[src/rtl/mem_stage_sram_ctrl_if.sv]
// Bus between the MEM pipeline stage, the SRAM controller and the 16-bit SRAM pins.
// The master side is the pipeline/SRAM pair and the slave side is the controller.
`ifndef ADDRESS_LEN
`define ADDRESS_LEN 32
`endif
`ifndef WORD_LEN
`define WORD_LEN 32
`endif

interface mem_stage_sram_ctrl_if;
    logic                    MEM_R_EN;
    logic                    MEM_W_EN;
    logic [`ADDRESS_LEN-1:0] ALU_Res;
    logic [`WORD_LEN-1:0]    Val_Rm;
    logic [`WORD_LEN-1:0]    memory_out;
    logic                    ready;
    logic [17:0]             SRAM_ADDR;
    logic [15:0]             SRAM_DQ_OUT;
    logic                    SRAM_DQ_OE;
    logic [15:0]             SRAM_DQ_IN;
    logic                    SRAM_WE_N;

    modport master (
        output MEM_R_EN, MEM_W_EN, ALU_Res, Val_Rm, SRAM_DQ_IN,
        input  memory_out, ready, SRAM_ADDR, SRAM_DQ_OUT, SRAM_DQ_OE, SRAM_WE_N
    );

    modport slave (
        input  MEM_R_EN, MEM_W_EN, ALU_Res, Val_Rm, SRAM_DQ_IN,
        output memory_out, ready, SRAM_ADDR, SRAM_DQ_OUT, SRAM_DQ_OE, SRAM_WE_N
    );
endinterface

[src/rtl/mem_stage_sram_ctrl.sv]
// MEM-stage controller splitting each 32-bit access into two 16-bit SRAM phases (LO, HI).
// Optional read bypass buffer enabled by defining macro MEM_RD_BYPASS_EN.
`ifndef ADDRESS_LEN
`define ADDRESS_LEN 32
`endif
`ifndef WORD_LEN
`define WORD_LEN 32
`endif

module mem_stage_sram_ctrl #(
    parameter int WAIT_CYCLES = 2,
    parameter int DATA_BASE   = 1024
) (
    input logic                 clk,
    input logic                 rst,
    mem_stage_sram_ctrl_if.slave bus
);

    typedef enum logic [1:0] {IDLE, LO, HI, DONE} state_t;

    localparam logic [3:0]              LAST = 4'(WAIT_CYCLES - 1);
    localparam logic [`ADDRESS_LEN-1:0] BASE = `ADDRESS_LEN'(DATA_BASE);

    state_t              state_q;
    logic [3:0]          cnt_q;
    logic [15:0]         rdLo_q;
    logic [`WORD_LEN-1:0] memOut_q;
    logic [17:0]         addr_q;
    logic [15:0]         dqOut_q;
    logic                dqOe_q;
    logic                weN_q;

    logic [16:0] wordAddr;
    logic        isWrite;
    logic        request;
    logic        hit;
    logic        start;
    logic        phaseLast;

    assign wordAddr  = 17'((bus.ALU_Res - BASE) >> 2);
    // A simultaneous read and write request is served as a read only.
    assign isWrite   = bus.MEM_W_EN & ~bus.MEM_R_EN;
    assign request   = bus.MEM_R_EN | bus.MEM_W_EN;
    assign start     = (state_q == IDLE) && request && !hit;
    assign phaseLast = (cnt_q == LAST);

    assign bus.ready       = ((state_q == IDLE) && (!request || hit)) || (state_q == DONE);
    assign bus.memory_out  = memOut_q;
    assign bus.SRAM_ADDR   = addr_q;
    assign bus.SRAM_DQ_OUT = dqOut_q;
    assign bus.SRAM_DQ_OE  = dqOe_q;
    assign bus.SRAM_WE_N   = weN_q;

`ifdef MEM_RD_BYPASS_EN
    logic                    bypValid_q;
    logic [`ADDRESS_LEN-1:0] bypAddr_q;

    assign hit = (state_q == IDLE) && bus.MEM_R_EN && bypValid_q && (bypAddr_q == bus.ALU_Res);

    always_ff @(posedge clk) begin
        if (rst) begin
            bypValid_q <= 1'b0;
            bypAddr_q  <= '0;
        end else if (start && isWrite) begin
            bypValid_q <= 1'b0;
        end else if ((state_q == HI) && phaseLast && !isWrite) begin
            bypValid_q <= 1'b1;
            bypAddr_q  <= bus.ALU_Res;
        end
    end
`else
    assign hit = 1'b0;
`endif

    // Pin outputs are registered, so each transition loads the values for the coming cycle.
    always_ff @(posedge clk) begin
        if (rst) begin
            state_q  <= IDLE;
            cnt_q    <= '0;
            rdLo_q   <= '0;
            memOut_q <= '0;
            addr_q   <= '0;
            dqOut_q  <= '0;
            dqOe_q   <= 1'b0;
            weN_q    <= 1'b1;
        end else begin
            case (state_q)
                IDLE: begin
                    if (start) begin
                        state_q <= LO;
                        cnt_q   <= '0;
                        addr_q  <= {wordAddr, 1'b0};
                        if (isWrite) begin
                            dqOe_q  <= 1'b1;
                            weN_q   <= 1'b0;
                            dqOut_q <= bus.Val_Rm[15:0];
                        end
                    end
                end
                LO: begin
                    if (phaseLast) begin
                        state_q <= HI;
                        cnt_q   <= '0;
                        addr_q  <= {wordAddr, 1'b1};
                        if (isWrite) begin
                            weN_q   <= 1'b0;
                            dqOut_q <= bus.Val_Rm[31:16];
                        end else begin
                            rdLo_q <= bus.SRAM_DQ_IN;
                        end
                    end else begin
                        cnt_q <= cnt_q + 4'd1;
                        if (isWrite) weN_q <= (cnt_q + 4'd1 == LAST);
                    end
                end
                HI: begin
                    if (phaseLast) begin
                        state_q <= DONE;
                        cnt_q   <= '0;
                        weN_q   <= 1'b1;
                        dqOe_q  <= 1'b0;
                        if (!isWrite) memOut_q <= {bus.SRAM_DQ_IN, rdLo_q};
                    end else begin
                        cnt_q <= cnt_q + 4'd1;
                        if (isWrite) weN_q <= (cnt_q + 4'd1 == LAST);
                    end
                end
                DONE: begin
                    state_q <= IDLE;
                end
                default: begin
                    state_q <= IDLE;
                end
            endcase
        end
    end

endmodule

[src/flat_wrapper.sv]
// flat-port wrapper written by rule: the top's interface ports become plain ports
module mem_stage_sram_ctrl_flat 
#(
    parameter int WAIT_CYCLES = 2,
    parameter int DATA_BASE   = 1024
)
  (clk, rst, bus_MEM_R_EN, bus_MEM_W_EN, bus_ALU_Res, bus_Val_Rm, bus_SRAM_DQ_IN, bus_memory_out, bus_ready, bus_SRAM_ADDR, bus_SRAM_DQ_OUT, bus_SRAM_DQ_OE, bus_SRAM_WE_N);
  mem_stage_sram_ctrl_if bus_i ();
  input logic clk;
  input logic rst;
  input wire logic [$bits(bus_i.MEM_R_EN)-1:0] bus_MEM_R_EN;
  input wire logic [$bits(bus_i.MEM_W_EN)-1:0] bus_MEM_W_EN;
  input wire logic [$bits(bus_i.ALU_Res)-1:0] bus_ALU_Res;
  input wire logic [$bits(bus_i.Val_Rm)-1:0] bus_Val_Rm;
  input wire logic [$bits(bus_i.SRAM_DQ_IN)-1:0] bus_SRAM_DQ_IN;
  output wire logic [$bits(bus_i.memory_out)-1:0] bus_memory_out;
  output wire logic [$bits(bus_i.ready)-1:0] bus_ready;
  output wire logic [$bits(bus_i.SRAM_ADDR)-1:0] bus_SRAM_ADDR;
  output wire logic [$bits(bus_i.SRAM_DQ_OUT)-1:0] bus_SRAM_DQ_OUT;
  output wire logic [$bits(bus_i.SRAM_DQ_OE)-1:0] bus_SRAM_DQ_OE;
  output wire logic [$bits(bus_i.SRAM_WE_N)-1:0] bus_SRAM_WE_N;
  assign bus_i.MEM_R_EN = bus_MEM_R_EN;
  assign bus_i.MEM_W_EN = bus_MEM_W_EN;
  assign bus_i.ALU_Res = bus_ALU_Res;
  assign bus_i.Val_Rm = bus_Val_Rm;
  assign bus_i.SRAM_DQ_IN = bus_SRAM_DQ_IN;
  assign bus_memory_out = bus_i.memory_out;
  assign bus_ready = bus_i.ready;
  assign bus_SRAM_ADDR = bus_i.SRAM_ADDR;
  assign bus_SRAM_DQ_OUT = bus_i.SRAM_DQ_OUT;
  assign bus_SRAM_DQ_OE = bus_i.SRAM_DQ_OE;
  assign bus_SRAM_WE_N = bus_i.SRAM_WE_N;
  mem_stage_sram_ctrl #(.WAIT_CYCLES(WAIT_CYCLES), .DATA_BASE(DATA_BASE)) u_core (.clk(clk), .rst(rst), .bus(bus_i));
endmodule
[config.mk]
export PLATFORM = sky130hd
export DESIGN_NAME = mem_stage_sram_ctrl_flat
export DESIGN_NICKNAME = d
export VERILOG_FILES = /design/src/rtl/mem_stage_sram_ctrl_if.sv /design/src/rtl/mem_stage_sram_ctrl.sv /design/src/flat_wrapper.sv
export SDC_FILE = /design/constraint.sdc
export NUM_CORES = 1
export LEC_CHECK = 0
export CORE_MARGIN = 1
export CORE_UTILIZATION = 25
export CTS_CLUSTER_SIZE = 28
export DETAILED_ROUTE_END_ITERATION = 10
export DONT_BUFFER_PORTS = 1
export GPL_TIMING_DRIVEN = 1
export SYNTH_ARGS = -nofsm -noshare
export SYNTH_HDL_FRONTEND = slang
export SYNTH_SLANG_ARGS = --single-unit
[constraint.sdc]
create_clock -name clk -period 1.8 [get_ports clk]
set_input_delay 0.27 -clock clk [delete_from_list [all_inputs] [get_ports clk]]
set_output_delay 0.27 -clock clk [all_outputs]
set_load 0.02 [all_outputs]
# ---- After elaboration in Yosys (flattened, before gate mapping)
# Cells that the tools add are included.
dict set report op_classes {
  add_sub_neg 2
  eq_ne 10
  n_mux 25
  bitwise 4
  reduce_logical 18
}
# cell n
set ops {}
lappend ops {{$mux 16} 4}
lappend ops {{$mux 18} 2}
lappend ops {{$pmux 18 s2} 1}
lappend ops {{$pmux 16 s2} 1}
lappend ops {{$sub 19x11->19 const B} 1}
lappend ops {{$reduce_and 3->1} 4}
lappend ops {{$ne 2x1->1 const B} 5}
lappend ops {{$eq 4x1->1 const B} 2}
lappend ops {{$mux 1} 8}
lappend ops {{$mux 4} 2}
lappend ops {{$pmux 2 s4} 1}
lappend ops {{$pmux 4 s2} 1}
lappend ops {{$mux 2} 3}
lappend ops {{$reduce_bool 2->1} 3}
lappend ops {{$reduce_and 5->1} 1}
lappend ops {{$add 4x1->4 const B} 1}
lappend ops {{$eq 2x2->1 const B} 2}
lappend ops {{$reduce_and 2->1} 2}
lappend ops {{$reduce_and 4->1} 1}
lappend ops {{$pmux 1 s3} 1}
lappend ops {{$reduce_bool 3->1} 1}
lappend ops {{$eq 2x1->1 const B} 1}
lappend ops {{$logic_and 1x1->1} 2}
lappend ops {{$logic_not 2->1} 1}
lappend ops {{7 further kinds} 8}
dict set report word_totals {
  register_bits 90
  out_inout_bits 69
}

# ---- Longest topological paths before layout
dict set report logic_depth {
  depth_word 5
  ltp_mapped 8
  mapped_depth_nobuf 6
}

# ---- Worst setup path after synthesis
# No wires, ideal clock.
dict set report synth_timing {
  kind {register -> register}
  start {register u_core.state_q[1]}
  end {register u_core.addr_q[6] (netlist: u_core.bus.SRAM_ADDR[6])}
  t_arrival_ns 1.580
  t_required_ns 1.672
  slack_ns 0.092
  path_stages_with_launch 8
  path_buffers 1
  synth_period_minus_slack_ns 1.708
  path_cell_list {dfxtp_1 > inv_1 > ha_1 > nand2b_1 > a21oi_4 > buf_6 > mux2i_1 > nor2_1}
}
dict set report synth_via {
  elab_chain_cells 4
}
# element line
set synth_rtl {}
lappend synth_rtl {{start, declared} mem_stage_sram_ctrl.sv:24} ;# state_t state_q;
lappend synth_rtl {{start signal, assigned} mem_stage_sram_ctrl.sv:78} ;# state_q <= IDLE;
lappend synth_rtl {{start signal, assigned} mem_stage_sram_ctrl.sv:90} ;# state_q <= LO;
lappend synth_rtl {{start signal, assigned} mem_stage_sram_ctrl.sv:102} ;# state_q <= HI;
lappend synth_rtl {{$logic_not 2->1} {mem_stage_sram_ctrl.sv:44, mem_stage_sram_ctrl.sv:87}}
lappend synth_rtl {{$logic_and 1x1->1} mem_stage_sram_ctrl.sv:44} ;# assign start = (state_q == IDLE) && request && !hit;
lappend synth_rtl {{$ne 2x1->1 (no source line)} --}
lappend synth_rtl {{$reduce_and 3->1 (no source line)} --}
lappend synth_rtl {{end signal, assigned} mem_stage_sram_ctrl.sv:92} ;# addr_q <= {wordAddr, 1'b0};
lappend synth_rtl {{end signal, assigned} mem_stage_sram_ctrl.sv:104} ;# addr_q <= {wordAddr, 1'b1};
lappend synth_rtl {{end, declared} mem_stage_sram_ctrl.sv:28} ;# logic [17:0] addr_q;
# Several ways; a longest one is shown, not always the timed one.
# A chain may end at the register's enable or synchronous reset.

# ---- Final worst setup path
dict set report layout_timing {
  start {register u_core.state_q[0]}
  end {output bus_ready}
}
dict set report layout_via {
  elab_chain_cells 3
}
# element line
set layout_rtl {}
lappend layout_rtl {{$logic_not 2->1} mem_stage_sram_ctrl.sv:47} ;# assign bus.ready = ((state_q == IDLE) && (!request || hit)) || (state_q == DONE);
lappend layout_rtl {{$logic_and 1x1->1} mem_stage_sram_ctrl.sv:47}
lappend layout_rtl {{$logic_or 1x1->1 (*)} mem_stage_sram_ctrl.sv:47}
lappend layout_rtl {{end, declared} flat_wrapper.sv:17} ;# output wire logic [$bits(bus_i.ready)-1:0] bus_ready;
# Every way passes the cells marked *; elsewhere a longest branch is shown, timed or not.

==> results by group <==
Hold path
  • Worst hold path class: in2reg

GRT
  • Residual overflow from global routing: 0
  • Pin count of the biggest net entering global routing: 91
  • Overall track demand over capacity in global routing: 11.7%
  • Number of antenna violations at the first check in global routing: 0
  • Vias in the first global route: 3,017
  • Global-route wire length before repair: 14,600 um

Yosys
  • Most instantiated flip-flop cell in the synthesis netlist: dfxtp_1
  • Yosys top cell by area: dfxtp_1
  • Number of synthesized register bits: 90
  • Simple-gate area share of the yosys netlist: 19.3%
  • Multiplexer area fraction after synthesis: 6.93%
  • Post-Synthesis Cell Area: 3760 um2
  • Warnings, synthesis: 0
  • Fraction of registers with async set or reset after synthesis: 0%
  • Nets in the synthesized netlist: 521
  • Share of Yosys cell area claimed by the top area cell type: 48.0%
  • Average cell area after synthesis: 8.78 um2
  • Sequential share of the synthesized area: 48.0%
  • Dominant cells by area after synthesis: dfxtp_1 48%, nand2_1 10%, mux2i_1 6.9%
  • Top-count cell post-synth: nand2_1
  • Dominant combinational cell family by area after synthesis: simple AND/OR/NAND/NOR gates
  • EDFF count, synth: 0
  • Compound-Gate Fraction of Synth Area: 16.6%
  • XOR/XNOR share of the synthesized area: 1.63%
  • Cells after synthesis: 428
  • List of most frequent post-synthesis cells: 103 x nand2_1, 90 x dfxtp_1, 51 x a21oi_1, 43 x nor2_1, 26 x mux2i_1
  • Number of library cell types mapped by synthesis: 40
  • Post-Synth Adder-Cell Area: 3.00%

Detailed routing
  • Vias/cell: 4.71
  • Post-route ant nets: 0
  • Detailed Route Iter0 Violations: 99
  • DRC violation count after routing: 0
  • Total via count in the routed design: 2,913
  • Detailed-routing iteration count for the pre-antenna-repair pass: 4
  • Sum of routed wire length over all layers: 8800 um
  • Wire per inst: 14.2 um

Pwr
  • Comb power frac: 31.0%
  • IR drop worst, VDD: 0.498 mV
  • Switching power summed over all nets: 2.52 mW
  • Sw frac: 36.0%
  • Internal power: 4.46 mW
  • Sequential share of power: 41.6%
  • Leak Pwr: 1.50 nW
  • Power per cell area: 1600 nW/um2
  • Total Power Consumption: 6.98 mW
  • Share of total power in the clock network: 27.4%

CTS
  • Number of H-tree branching levels: 3
  • Number of buffers created by CTS: 9
  • TritonCTS clock tree: done
  • Clk root buf: clkbuf_16
  • Clock net sink count: 90
  • Clock-pin slew of the registers on the worst-case setup and hold paths: 0.07 ns
  • Maximum buffer depth of the clock tree: 2
  • Clk Latency, worst-skew pair: 0.35 ns

Die
  • Core box area: 14,600 um2
  • Total Die Area: 15,500 um2
  • Num rows: 44
  • Starting density of the core: 25.7%
  • Top-level I/O count: 153
  • Die span in x: 125 um
  • Die boundary height: 125 um

Worst setup path
  • Cells along the critical path: inv_2 > ha_4 > or3b_4 > nand2b_4
  • Endpoint type of the worst setup path: output port
  • Data required time at the worst endpoint: 1.53 ns
  • CP bufs+invs: 1
  • Largest stage delay on the critical path: 0.41 ns
  • Critical path launch point type: register
  • Largest delay share family, worst path: simple AND/OR/NAND/NOR gates
  • Cell with the largest stage delay on the worst path: or3b_4
  • CP Class: reg2out
  • Worst Path Arrival: 1.46 ns
  • Highest net fanout along the worst path: 6

Run
  • Maxcap violations: 0

Status
  • Result of the run: complete, but fails checks
  • Violations in the final reports: hold timing

STA
  • Worst Skew: 0.0102 ns
  • Slew @ Worst Pin: 0.515 ns
  • Final period util: 96.4%
  • Upper clock frequency limit: 577 MHz
  • Smallest hold slack: -0.0110 ns
  • Final Max Tran Viols: 0
  • Shortest clock period the worst path allows after layout: 1.73 ns
  • Final setup violation count: 0
  • Worst slew slack as a fraction of its limit: 65.3%
  • Final hold viol count: 8

Placed design
  • Port Buffer Count: 0
  • Post-DP Area: 3990 um2
  • Gpl congestion: 0.736
  • Detailed Place HPWL: 5960 um

Cells and area
  • Area Overhead vs Synth: 16.0%
  • NumNets Final: 523
  • Finished layout cell area: 4360 um2
  • Layout cells sized above 1: 12.7%
  • Antenna Cells: 0
## worst paths after layout
| check | startpoint | end | slack [ns] | cells past startpoint |
|---|---|---|---|---|
| max reg2reg | u_core.state_q[0] | u_core.bus.SRAM_WE_N | 0.10 | 7 |
| min | rst | u_core.bus.memory_out[17] | -0.01 | 1 |
| max | u_core.state_q[0] | bus_ready | 0.07 | 4 |
| min reg2reg | u_core.rdLo_q[13] | u_core.bus.memory_out[13] | 0.44 | 2 |
## through the flow
stage | TNS [ns] | util, % | instances | worst slack, ns | hold slack [ns]
after global routing | -0.00257 | 29.9 | 618 | -0.00237 | -0.0278
after CTS | 0 | 29.6 | 616 | 0.00340 | -0.0300
after floorplan | 0 | - | 428 | 0.0924 | 0.362
final | 0 | 29.9 | 618 | 0.0657 | -0.0110
after detailed placement | 0 | 27.3 | 599 | 0.0357 | 0.349
after global placement | 0 | 27.3 | 599 | 0.0728 | 0.348
## layout make-up
| cell class | count | area, um2 |
|---|---|---|
| clock buffer | 9 | 225 |
| tap | 184 | 230 |
| timing repair buffer | 17 | 171 |
| clock inverter | 6 | 72.6 |
| sequential | 90 | 1800 |
| fill | 1517 | 10200 |
| multi-input combinational | 304 | 1820 |
| inverter | 8 | 30.0 |
## cells by family (layout without fill, tap and decap cells)
logic type,count (synthesis),in the layout
xor gates and xnor gates,7,7
buffers and inverters,35,40
muxes,26,26
and+or+nand+nor,168,169
AOI/OAI and AO/OA,93,93
DFF,90,90
adders and majority gates,9,9
## placed cells by master, fill, tap and decap left out, drive strengths merged, types with 5 or more instances in the layout
master  synthesis  routed
ha              9       9
nor3b           4       5
mux2i          26      26
clkbuf         14       9
inv             8      11
a211oi         24      24
a21oi          53      53
dfxtp          90      90
nand3           5       5
nand2         103     103
buf            13      16
nor2           43      43
## flip-flops by register name (all words and copies together), names as in the netlist
register,flops
u_core.bus.SRAM_ADDR,18
u_core.bus.SRAM_DQ_OE,1
u_core.bus.SRAM_DQ_OUT,16
u_core.bus.SRAM_WE_N,1
u_core.bus.memory_out,32
u_core.cnt_q,4
u_core.rdLo_q,16
u_core.state_q,2
## power by group through the flow
| stage | logic [mW] | clock network (mW) | registers, mW |
|---|---|---|---|
| after floorplan | 1.63 | 0 | 2.89 |
| after global placement | 1.99 | 0 | 2.94 |
| after detailed placement | 2.05 | 0 | 2.95 |
| after CTS | 2.14 | 1.99 | 2.90 |
| after global routing | 2.40 | 2.07 | 2.94 |
| final | 2.16 | 1.92 | 2.90 |
## per-layer routing
layer  wire, um  vias to the layer above  global-route usage [%]
li1           -                     1453                       -
met1       3730                     1355                    12.7
met2       4150                       95                    19.8
met3        794                       10                    5.11
met4        123                        0                    4.89
met5          0                        -                       0
## what timing repair did
| action | CTS | global route |
|---|---|---|
| endpoints found under the hold margin | 86 | 67 |
| buffers inserted | 2 | 0 |
| setup endpoints to repair | 1 | 74 |
| cloned | 0 | 1 |
| resized for setup | 6 | 7 |
(Power assumes the default switching activity.)
